## src/rtl/rr_arb_resp_idx_fifo.sv

```systemverilog
// Index FIFO for the arbiter response demux: remembers which input won each
// forwarded request so responses can be steered back in issue order.
module rr_arb_resp_idx_fifo #(
  parameter int unsigned Depth    = 4,
  parameter int unsigned IdxWidth = 2,
  parameter int unsigned CntWidth = $clog2(Depth+1),
  parameter type         idx_t    = logic [IdxWidth-1:0]
) (
  input  logic                clk_i,
  input  logic                rst_ni,
  input  logic                clr_i,
  input  logic                push_i,
  input  idx_t                data_i,
  input  logic                pop_i,
  output logic                full_o,
  output logic                empty_o,
  output logic [CntWidth-1:0] usage_o,
  output idx_t                head_o
);
  localparam int unsigned            PtrWidth = (Depth > 1) ? $clog2(Depth) : 1;
  localparam logic [PtrWidth-1:0]    LastPtr  = PtrWidth'(Depth-1);
  localparam logic [CntWidth-1:0]    FullCnt  = CntWidth'(Depth);

  logic [PtrWidth-1:0] wr_ptr_q, wr_ptr_d, rd_ptr_q, rd_ptr_d;
  logic [CntWidth-1:0] cnt_q, cnt_d;
  idx_t                mem_q [Depth];

  // push_i/pop_i arrive already qualified against full/empty by the parent
  always_comb begin
    wr_ptr_d = wr_ptr_q;
    rd_ptr_d = rd_ptr_q;
    cnt_d    = cnt_q;
    if (push_i) wr_ptr_d = (wr_ptr_q == LastPtr) ? '0 : wr_ptr_q + PtrWidth'(1);
    if (pop_i)  rd_ptr_d = (rd_ptr_q == LastPtr) ? '0 : rd_ptr_q + PtrWidth'(1);
    case ({push_i, pop_i})
      2'b10:   cnt_d = cnt_q + CntWidth'(1);
      2'b01:   cnt_d = cnt_q - CntWidth'(1);
      default: cnt_d = cnt_q;
    endcase
  end

  always_ff @(posedge clk_i) begin
    if (!rst_ni || clr_i) begin
      wr_ptr_q <= '0;
      rd_ptr_q <= '0;
      cnt_q    <= '0;
    end else begin
      wr_ptr_q <= wr_ptr_d;
      rd_ptr_q <= rd_ptr_d;
      cnt_q    <= cnt_d;
    end
  end

  always_ff @(posedge clk_i) begin
    if (push_i) mem_q[wr_ptr_q] <= data_i;
  end

  assign full_o  = (cnt_q == FullCnt);
  assign empty_o = (cnt_q == '0);
  assign usage_o = cnt_q;
  assign head_o  = mem_q[rd_ptr_q];

endmodule

```

## src/rtl/rr_arb_resp_demux.sv

```systemverilog
// Routes an in-order response stream back to the arbiter input that issued
// each request, using a FIFO of recorded grant indices.
module rr_arb_resp_demux #(
  parameter int unsigned NumOut    = 4,
  parameter int unsigned DataWidth = 32,
  parameter type         DataType  = logic [DataWidth-1:0],
  parameter int unsigned MaxTrans  = 4,
  parameter int unsigned IdxWidth  = (NumOut > 1) ? $clog2(NumOut) : 1,
  parameter int unsigned CntWidth  = $clog2(MaxTrans+1),
  parameter type         idx_t     = logic [IdxWidth-1:0]
) (
  input  logic                       clk_i,
  input  logic                       rst_ni,
  input  logic                       clr_i,
  input  logic                       push_i,
  input  idx_t                       push_idx_i,
  output logic                       full_o,
  output logic                       empty_o,
  output logic [CntWidth-1:0]        outstanding_o,
  input  logic                       rsp_valid_i,
  output logic                       rsp_ready_o,
  input  DataType                    rsp_data_i,
  output logic [NumOut-1:0]          rsp_valid_o,
  input  logic [NumOut-1:0]          rsp_ready_i,
  output DataType [NumOut-1:0]       rsp_data_o,
  output logic                       err_o
);
  logic push_ok, pop_ok, full, empty, sel_ready, err_q, err_d;
  idx_t fifo_head, head;

  assign push_ok = push_i & ~full;
  assign pop_ok  = rsp_valid_i & rsp_ready_o;

  rr_arb_resp_idx_fifo #(
    .Depth    (MaxTrans),
    .IdxWidth (IdxWidth),
    .CntWidth (CntWidth),
    .idx_t    (idx_t)
  ) u_idx_fifo (
    .clk_i   (clk_i),
    .rst_ni  (rst_ni),
    .clr_i   (clr_i),
    .push_i  (push_ok),
    .data_i  (push_idx_i),
    .pop_i   (pop_ok),
    .full_o  (full),
    .empty_o (empty),
    .usage_o (outstanding_o),
    .head_o  (fifo_head)
  );

  assign head = (NumOut == 1) ? '0 : fifo_head;

  // Valid steering never looks at readies and ready selection never looks at
  // the incoming valid, so no combinational loop can form through upstream.
  always_comb begin
    rsp_valid_o = '0;
    sel_ready   = 1'b0;
    for (int k = 0; k < NumOut; k++) begin
      if (head == IdxWidth'(k)) begin
        rsp_valid_o[k] = rsp_valid_i & ~empty;
        sel_ready      = rsp_ready_i[k];
      end
    end
  end

  assign rsp_ready_o = sel_ready & ~empty;

  always_comb begin
    for (int k = 0; k < NumOut; k++) rsp_data_o[k] = rsp_data_i;
  end

  assign err_d = err_q | (push_i & full) | (rsp_valid_i & empty);

  always_ff @(posedge clk_i) begin
    if (!rst_ni || clr_i) err_q <= 1'b0;
    else                  err_q <= err_d;
  end

  assign full_o  = full;
  assign empty_o = empty;
  assign err_o   = err_q;

endmodule

```

## config.mk

```make
export PLATFORM = sky130hd
export DESIGN_NAME = rr_arb_resp_demux
export DESIGN_NICKNAME = d
export VERILOG_FILES = /design/src/rtl/rr_arb_resp_idx_fifo.sv /design/src/rtl/rr_arb_resp_demux.sv
export SDC_FILE = /design/constraint.sdc
export NUM_CORES = 1
export LEC_CHECK = 0
export ABC_AREA = 1
export BUFFER_PORTS_ARGS = -buffer_cell sky130_fd_sc_hd__buf_2
export CORE_UTILIZATION = 41
export DETAILED_ROUTE_END_ITERATION = 6
export PLACE_DENSITY = 0.88
export SYNTH_ARGS = -nofsm -noshare
export SYNTH_HDL_FRONTEND = slang
export SYNTH_SLANG_ARGS = --single-unit
```

## constraint.sdc

```tcl
create_clock -name clk_i -period 5.9 [get_ports clk_i]
set_input_delay 0.295 -clock clk_i [delete_from_list [all_inputs] [get_ports clk_i]]
set_output_delay 0.295 -clock clk_i [all_outputs]
set_load 0.05 [all_outputs]
```

==> flow_summary.toml <==
[place]
pre_cts_slack_ns = 3.56
portBuffers = 21
globalplace.congestion = 0.925
dpl.hpwl_um = 2620

[worst_setup_path]
crit_fanout = 6
max_stage_delay_ns = 0.42
cp.required_ns = 6.04
arrival_ns = 2.48
r2r_slack_ns = 3.56
ff2ff_path_depth = 17
cpLargestDelayFamily = "simple AND/OR/NAND/NOR gates"
slowest_stage = "dfxtp_1"
cp-end-kind = "flop"
critPathMostFrequentCell = "nand2_2"
path_cells = "inv_2 > nand2_2 > nand2_2 > nand2_2 > nand2_2 > nand2_4 > nor2_2 > nor2_4 > nand3_2 > inv_1 > ha_1 > inv_1 > fa_1 > a21oi_1 > o21ai_1 > o21ai_0 > a21oi_1"
path_class = "flop to flop"
start_kind = "flop"
crit_buf_inv = 3
cp.depth = 17

[cells_and_area]
fillers = 475
antenna_cells = 0
syn_to_final_growth_pct = -37.6
final_nets = 204
seq_area_um2 = 440
drive_gt1_share_pct = 26.8
multi_input_area_um2 = 472

[yosys]
yosys-top-cells-count = "buf_4, inv_1, nand2_1"
ys_async_sr_fraction_pct = 0
ys_ff_latch = 18
synth_area_um2 = 1980
synth_seq_area_share_pct = 22.2
ys_types = 24
synth_edf_count = 8
netlist_top_cells_area = "buf_4, edfxtp_1, dfxtp_1"
syn-instance-count = 256
yosys.area.top_type = "buf_4"
ys_warn_count = 0
avgSynthCellArea_um2 = 7.74
syn-num-nets = 306
synth_most_common_cell = "buf_4"
synth_top_area_share_pct = 48.5
synth_flop_cell = "dfxtp_1"

[timing]
setup_violations = 0
finalHoldViolCount = 0
setup_ws_ns = 3.56
finClkSkew_ns = 0.00194
slew_violations = 0
period_share_pct = 39.6
min_period_ns = 2.34
tightest_slew_ns = 0.388
rsz0062_at_grt = "false"
fmax_mhz = 428
relSlewSlack_pct = 74.0
setup_tns_ns = 0

[cts]
cts_buffers = 3
postCtsSetupRepairBufs = 0
cts_tree = "yes"
cts-resized-gates = 0
clk_pin_slew_ns = 0.06
cts-root-buf = "clkbuf_8"
postCtsHoldBufs = 0
clock-sinks = 18
clockBufferDepth = 2
cts_max_level = 1
clk_latency_ns = 0.25

[floorplan]
core_um2 = 4500
die_area_um2 = 5120
io_pins = 182
fp.dieW_um = 71.5
die_y_um = 71.5
rows = 24
initial_core_util_pct = 44.0

[power_and_ir_drop]
p_per_area_nw_per_um2 = 218
vdd_ir_drop_max_mv = 0.137
p_leak_uw = 0.000579
power.total_uw = 269

[run]
drv_cap = 0

[detailed_routing]
postRouteWirelength_um = 3160
drt_iter0_drc = 23
viasPerCell = 4.71
drtAntennaViolNets = 0
vias = 966
firstDrtPassIters = 4
drc = 0
wire_per_inst_um = 15.4

[hold_path]
hold_path.class = "input port to flop"
holdPathStages = 1

[global_routing]
grt_overflow_total = 0
grt_max_degree = 11
grt_pass1_vias = 935
grt_usage_pct = 12.0
grt_first_pass_wirelength_um = 4760
grt_antenna_before_repair = 0

[run_status]
status = "finished, final reports clean"
## where the power goes
part / total, uW / internal, uW / leakage [uW] / switching, uW
clock network: 84.9 / 46.2 / 0.0000231 / 38.7
registers: 137 / 134 / 0.000155 / 2.44
logic: 48.0 / 14.5 / 0.000401 / 33.5
## worst reg2reg max path: stages (launching register included)
cell     delay, ns
dfxtp_1       0.42
inv_2         0.09
nand2_2       0.08
nand2_2       0.05
nand2_2       0.05
nand2_2       0.09
nand2_4       0.09
nor2_2        0.05
nor2_4        0.12
nand3_2       0.09
inv_1         0.06
ha_1          0.14
inv_1         0.07
fa_1          0.38
a21oi_1       0.14
o21ai_1       0.09
o21ai_0       0.16
a21oi_1       0.06
## through the flow
step / utilization [%] / hold slack, ns / area, um2 / instances
2_1_floorplan: - / 0.394 / 1980 / 256
3_3_place_gp: 26.4 / 0.439 / 1190 / 201
3_5_place_dp: 26.4 / 0.451 / 1190 / 201
4_1_cts: 27.4 / 0.274 / 1240 / 205
5_1_grt: 27.4 / 0.271 / 1240 / 205
6_report: 27.4 / 0.273 / 1240 / 205
## cell type report
cell class                 count  share of cell area (%)
clock buffer                   3                    3.34
clock inverter                 1                   0.304
inverter                      29                    8.81
multi-input combinational     81                    38.2
sequential                    18                    35.6
tap                           52                    5.26
timing repair buffer          21                    8.50
## path summary, 6_finish.rpt
kind	from	to
worst min register to register	err_o	err_o
worst min-delay path	push_idx_i[1]	u_idx_fifo.mem_q[2][1]
worst max-delay path	flop	u_idx_fifo.usage_o[2]
worst max register to register	flop	u_idx_fifo.usage_o[2]
## cell families (layout without fill, tap and decap cells)
family,Yosys count,after routing,share of synthesized area (%)
adders and majority gates,7,7,4.80
DFF,18,18,22.2
buffers and inverters,157,54,54.0
and+or+nand+nor,62,62,15.8
AOI/OAI and AO/OA,12,12,3.16
## per-layer routing
layer | part of all wire [%] | GRT usage, % | vias to the layer above
li1 | - | - | 454
met1 | 26 | 8.49 | 390
met2 | 49 | 22.0 | 114
met3 | 24 | 12.2 | 8
met4 | 1.4 | 2.40 | 0
met5 | 0 | 0 | -
## placed cells by master, fill, tap and decap left out
cell	instances
nand3_1	6
inv_1	24
nand3b_1	1
clkinv_1	3
nand4_1	2
o21ai_1	3
or2_2	1
nand2_1	22
a21oi_1	6
nand2_4	2
nand3_2	2
nand2_2	7
fa_1	1
nor2_4	1
clkbuf_8	3
nor3_1	6
buf_2	21
inv_2	3
a211oi_1	1
o21ai_0	2
edfxtp_1	8
ha_1	6
dfxtp_1	10
nor2_1	11
nor2_2	1
No activity file was read; power rests on OpenSTA's default activity.
